--- src/rtl/writeback_unit.sv ---
// writeback_unit: drives the register bank's single write port from the ALU and load paths,
// buffers ALU results in a small FIFO while loads hold the port, and tracks pending writes.
// Latency: 1 cycle from winner selection to rf_write; each FIFO entry ahead adds one cycle.
// Backpressure: alu_ready = mem_ready = !fifo_full; a full FIFO drains its head before anything else.
//
// Ports:
//   clk, reset                    clock, synchronous active-low reset
//   alu_valid/alu_dr/alu_data     ALU result offer;  alu_ready accepts
//   mem_valid/mem_dr/mem_data     load result offer; mem_ready accepts
//   iss_valid/iss_dr              destination of an instruction issued this cycle
//   pending[31:0]                 bit k set while a write to register k is outstanding
//   rf_write/rf_dr/rf_wrdata      registered register-bank write port
//   fwd_valid/fwd_dr/fwd_data     same-cycle bypass of the selected result
//
// Build option: define WB_FORWARD_EN to build the bypass outputs; otherwise they are tied to 0.

module writeback_unit #(
    parameter int DEPTH = 2
) (
    input  logic        clk,
    input  logic        reset,
    input  logic        alu_valid,
    input  logic [4:0]  alu_dr,
    input  logic [31:0] alu_data,
    output logic        alu_ready,
    input  logic        mem_valid,
    input  logic [4:0]  mem_dr,
    input  logic [31:0] mem_data,
    output logic        mem_ready,
    input  logic        iss_valid,
    input  logic [4:0]  iss_dr,
    output logic [31:0] pending,
    output logic        rf_write,
    output logic [4:0]  rf_dr,
    output logic [31:0] rf_wrdata,
    output logic        fwd_valid,
    output logic [4:0]  fwd_dr,
    output logic [31:0] fwd_data
);

    localparam int AW = (DEPTH > 1) ? $clog2(DEPTH) : 1;
    localparam logic [AW:0] FULL_CNT = (AW + 1)'(DEPTH);

    // ALU result FIFO storage
    logic [4:0]    fifo_dr   [DEPTH];
    logic [31:0]   fifo_data [DEPTH];
    logic [AW-1:0] wr_ptr;
    logic [AW-1:0] rd_ptr;
    logic [AW:0]   count;

    logic fifo_full;
    logic fifo_empty;
    logic alu_fire;
    logic push;
    logic pop;

    // Cycle-N winner
    logic        win_vld;
    logic [4:0]  win_dr;
    logic [31:0] win_data;

    assign fifo_full  = (count == FULL_CNT);
    assign fifo_empty = (count == '0);

    // Readiness depends only on occupancy at the start of the cycle, so a full
    // FIFO that pops this cycle still refuses a push.
    assign alu_ready = !fifo_full;
    assign mem_ready = !fifo_full;
    assign alu_fire  = alu_valid && alu_ready;

    always_comb begin
        push     = 1'b0;
        pop      = 1'b0;
        win_vld  = 1'b0;
        win_dr   = '0;
        win_data = '0;
        if (fifo_full) begin
            // Anti-starvation: the oldest ALU result goes before any new load.
            pop      = 1'b1;
            win_vld  = 1'b1;
            win_dr   = fifo_dr[rd_ptr];
            win_data = fifo_data[rd_ptr];
        end else if (mem_valid) begin
            push     = alu_fire;
            win_vld  = 1'b1;
            win_dr   = mem_dr;
            win_data = mem_data;
        end else if (!fifo_empty) begin
            // New ALU result queues behind the head to keep program order.
            pop      = 1'b1;
            push     = alu_fire;
            win_vld  = 1'b1;
            win_dr   = fifo_dr[rd_ptr];
            win_data = fifo_data[rd_ptr];
        end else if (alu_valid) begin
            // Bypass the empty FIFO straight to the port.
            win_vld  = 1'b1;
            win_dr   = alu_dr;
            win_data = alu_data;
        end
    end

    // FIFO storage needs no reset: occupancy alone decides what is valid.
    always_ff @(posedge clk) begin
        if (push) begin
            fifo_dr[wr_ptr]   <= alu_dr;
            fifo_data[wr_ptr] <= alu_data;
        end
    end

    always_ff @(posedge clk) begin
        if (!reset) begin
            wr_ptr <= '0;
            rd_ptr <= '0;
            count  <= '0;
        end else begin
            if (push) wr_ptr <= wr_ptr + 1'b1;
            if (pop)  rd_ptr <= rd_ptr + 1'b1;
            case ({push, pop})
                2'b10:   count <= count + 1'b1;
                2'b01:   count <= count - 1'b1;
                default: count <= count;
            endcase
        end
    end

    // Register-bank write port. r0 results are consumed but never written.
    always_ff @(posedge clk) begin
        if (!reset) begin
            rf_write  <= 1'b0;
            rf_dr     <= '0;
            rf_wrdata <= '0;
        end else begin
            rf_write <= win_vld && (win_dr != 5'd0);
            if (win_vld && (win_dr != 5'd0)) begin
                rf_dr     <= win_dr;
                rf_wrdata <= win_data;
            end
        end
    end

    // Pending scoreboard: clear on commit, then set on issue so a same-edge
    // reissue of the committing register leaves its bit set.
    logic [31:0] pending_nxt;

    always_comb begin
        pending_nxt = pending;
        if (rf_write) pending_nxt[rf_dr] = 1'b0;
        if (iss_valid && (iss_dr != 5'd0)) pending_nxt[iss_dr] = 1'b1;
        pending_nxt[0] = 1'b0;
    end

    always_ff @(posedge clk) begin
        if (!reset) pending <= '0;
        else        pending <= pending_nxt;
    end

    // WAW: a register may be reissued only on the edge its earlier write commits.
    waw_check: assert property (@(posedge clk) disable iff (!reset)
        (iss_valid && (iss_dr != 5'd0)) |-> (!pending[iss_dr] || (rf_write && (rf_dr == iss_dr))));

`ifdef WB_FORWARD_EN
    assign fwd_valid = win_vld && (win_dr != 5'd0);
    assign fwd_dr    = win_dr;
    assign fwd_data  = win_data;
`else
    assign fwd_valid = 1'b0;
    assign fwd_dr    = '0;
    assign fwd_data  = '0;
`endif

endmodule

--- config.mk ---
export PLATFORM = sky130hd
export DESIGN_NAME = writeback_unit
export DESIGN_NICKNAME = d
export VERILOG_FILES = /design/src/rtl/writeback_unit.sv
export SDC_FILE = /design/constraint.sdc
export NUM_CORES = 1
export LEC_CHECK = 0
export CAP_MARGIN = 40
export CORE_ASPECT_RATIO = 1.2
export CORE_MARGIN = 1.5
export CORE_UTILIZATION = 36
export DETAILED_ROUTE_END_ITERATION = 12
export GPL_TIMING_DRIVEN = 0
export PLACE_DENSITY_LB_ADDON = 0.25
export SLEW_MARGIN = 30
export SYNTH_ARGS = -nofsm -noshare
export SYNTH_HDL_FRONTEND = slang
export SYNTH_SLANG_ARGS = --single-unit
--- constraint.sdc ---
create_clock -name clk -period 3.9 [get_ports clk]
set_clock_uncertainty 0.05 [all_clocks]
set_input_delay 0.585 -clock clk [delete_from_list [all_inputs] [get_ports clk]]
set_output_delay 0.585 -clock clk [all_outputs]
set_load 0.05 [all_outputs]
==> run metrics <==
Worst-Skew Late Latency=0.42 ns; vias per cell=5.02; pwr dens=630 mW/mm2; Crit Path Max Fanout=10; post-synth top area cell=edfxtp_1; Remaining DRCs=0; Mean Syn Cell Area=10.7 um2; Slew Viols, Final=0; Fin. Hold Viols=0; FFs w/ async S/R, synth=0; RSZ-0062 raised after global routing=false; Congestion Overflow GR=0; Setup crit end=count[1]$_SDFFE_PN0P_; Core ar.=0.0202 mm2; initial antenna violation count=0; TritonCTS clock tree=done; synthesis-stage register bit count=148; Synth Flop Type=edfxtp_1; drt first-iter violations=382; ant diodes=0; first-pass GRT wire length=31,500 um; Area after DPL=0.00951 mm2; pin count of the biggest net entering global routing=17; Min Hold Slack=0.403 ns; CTS root buf=clkbuf_16; WL/cell=17.2 um; Die Wd=134 um; 1st-pass router iterations=5; Worst Hold Class=reg2reg; gpl congestion=0.798; Static Leak=3.87 nW; DP HPWL=15,000 um; Reg2Reg Launch Point=count[0]$_SDFFE_PN0P_; die area=0.0213 mm2; register area share after synthesis=0.503; synth warn=0; Post-Synthesis Cells=691; FMAX=0.354 GHz; cells on worst reg2reg path=8; maximum clock insertion buffer count=2; WS Path Type=in2reg; Least-Margin Pin Slew=0.662 ns; RR Endpoint=count[1]$_SDFFE_PN0P_; H-tree depth=4; top post-synthesis cells by area=edfxtp_1 (30%), dfxtp_1 (20%), mux2i_1 (5.6%), mux2_2 (5.3%), buf_4 (4.6%); die height=160 um; crit start category=input pin; CTS sink cnt=148; r2r setup slk=1.58 ns; fill cell total of the finished layout=1,917; area of the multi-input gates=0.00318 mm2; clock slew at reported path FFs=0.06 ns; number of global-route vias before repair=5,693; mapped cell area=0.00737 mm2; final instance area=0.0101 mm2; hold_buf cts=0; Final Power=6.36 mW; Netlist cell types=52; post-CTS sizing=0; FP Rows=57; Post-synth EDFFs=74; final setup fails=0; top cell type's share of synthesized area=0.302; share of layout cells above drive strength 1=0.161; status=finished, final reports clean; Port Buffers=154; Final period util=0.725; number of primary I/O pins=194; Nets=992; Worst slew margin=0.557; CP arrival=3.12 ns; vias post-DR=5,947; Storage cell area=0.00370 mm2; Post-DRT Antenna Nets=0; Synth top cells by count=dfxtp_1 (74), edfxtp_1 (74), nand2_1 (72); Max-cap violations=0; Worst Setup SP=mem_valid; area added between synthesis and finish=37.1%; worst vdd ir=400 uV; Starting Density=0.365; CP endpoint kind=flip-flop; Crit path required time=4.20 ns; global-route usage over all layers=0.193; WL final=20,300 um; Setup Buffers After CTS=0; Final Critical Period=2.83 ns; CTS buffer count=17
-- metal layers --
layer,up-vias,part of all wire,track usage
met4,0,0.014,0.0583
met2,197,0.51,0.337
met3,19,0.060,0.0479
met5,-,0,0
met1,2848,0.42,0.234
li1,2883,-,-
-- per-stage QoR --
step           instances   util  worst slack, ns  setup TNS, ns
2_1_floorplan        729      -            0.656              0
3_3_place_gp        1148  0.465            -1.47        -107.65
3_5_place_dp        1153  0.471            0.649              0
4_1_cts             1185  0.500             1.08              0
5_1_grt             1185  0.500            0.941              0
6_report            1185  0.500             1.07              0
-- critical path: stages --
cell             delay [ns]
clkdlybuf4s50_1        0.53
buf_4                  0.24
buf_2                  0.22
nor2b_1                0.16
o21ai_1                0.49
ha_1                   0.38
or3_1                  0.36
a21oi_1                0.14
-- how the worst min path moves through the flow --
stage	depth (start not counted)	endpoint	start
2_1_floorplan	2	flip-flop	rd_ptr$_SDFFE_PN0P_
3_3_place_gp	2	rf_wrdata[28]$_SDFFE_PN0P_	rf_wrdata[28]$_SDFFE_PN0P_
3_5_place_dp	2	rf_wrdata[13]$_SDFFE_PN0P_	rf_wrdata[13]$_SDFFE_PN0P_
4_1_cts	2	rf_wrdata[24]$_SDFFE_PN0P_	rf_wrdata[24]$_SDFFE_PN0P_
5_1_grt	2	rf_wrdata[4]$_SDFFE_PN0P_	rf_wrdata[4]$_SDFFE_PN0P_
6_report	2	rf_wrdata[24]$_SDFFE_PN0P_	rf_wrdata[24]$_SDFFE_PN0P_
-- flip-flops by register name, indices dropped and copies added, names as in the netlist, named ones only --
signal / cells
rd_ptr: 1
count: 2
rf_dr: 5
fifo_dr: 10
pending: 31
wr_ptr: 1
rf_wrdata: 32
rf_write: 1
fifo_data: 64
-- logic make-up (layout without fill, tap and decap cells) --
group / count (synthesis) / in the layout / share of synthesized area
and+or+nand+nor: 157 / 157 / 0.109
buffers and inverters: 101 / 292 / 0.0868
xor gates and xnor gates: 4 / 4 / 0.00476
adders and majority gates: 1 / 1 / 0.00170
muxes: 93 / 93 / 0.135
DFF: 148 / 148 / 0.503
AOI/OAI and AO/OA: 186 / 186 / 0.159
other: 1 / 39 / 0.000509
-- cells in the final DEF (no fill, tap or decap), types with 3 or more instances in the layout --
cell / instances
nand3b_1: 7
a21oi_1: 47
inv_1: 10
o21ai_1: 10
mux2i_1: 41
edfxtp_1: 74
a22o_1: 24
nand2_1: 72
clkbuf_1: 23
mux2_2: 35
buf_6: 5
a221oi_1: 8
nor3b_1: 6
buf_1: 8
a22oi_1: 24
buf_2: 9
buf_16: 4
a211oi_1: 10
conb_1: 39
xnor2_1: 3
nand3_1: 5
nor2_1: 34
dfxtp_1: 74
and3_1: 4
o21ai_0: 56
clkdlybuf4s50_1: 154
o22ai_1: 3
buf_4: 45
clkbuf_8: 4
clkinv_2: 4
and3b_1: 3
mux2_1: 17
clkbuf_16: 18
-- power by group --
part | leakage [nW] | total [mW] | internal (mW) | switching (mW)
Clock | 0.296 | 1.60 | 0.981 | 0.622
Combinational | 2.29 | 2.72 | 1.07 | 1.65
Sequential | 1.29 | 2.04 | 1.91 | 0.133
Total | 3.87 | 6.36 | 3.96 | 2.41
-- cell type report --
class	count	area share
well taps	265	0.0328
clock inverters	8	0.00706
plain buffers	90	0.0592
flip-flops and latches	148	0.367
repair buffers	159	0.164
clock buffers	24	0.0508
inverters	11	0.00409
multi-input cells	480	0.315
Power figures use the tool's default switching activity.
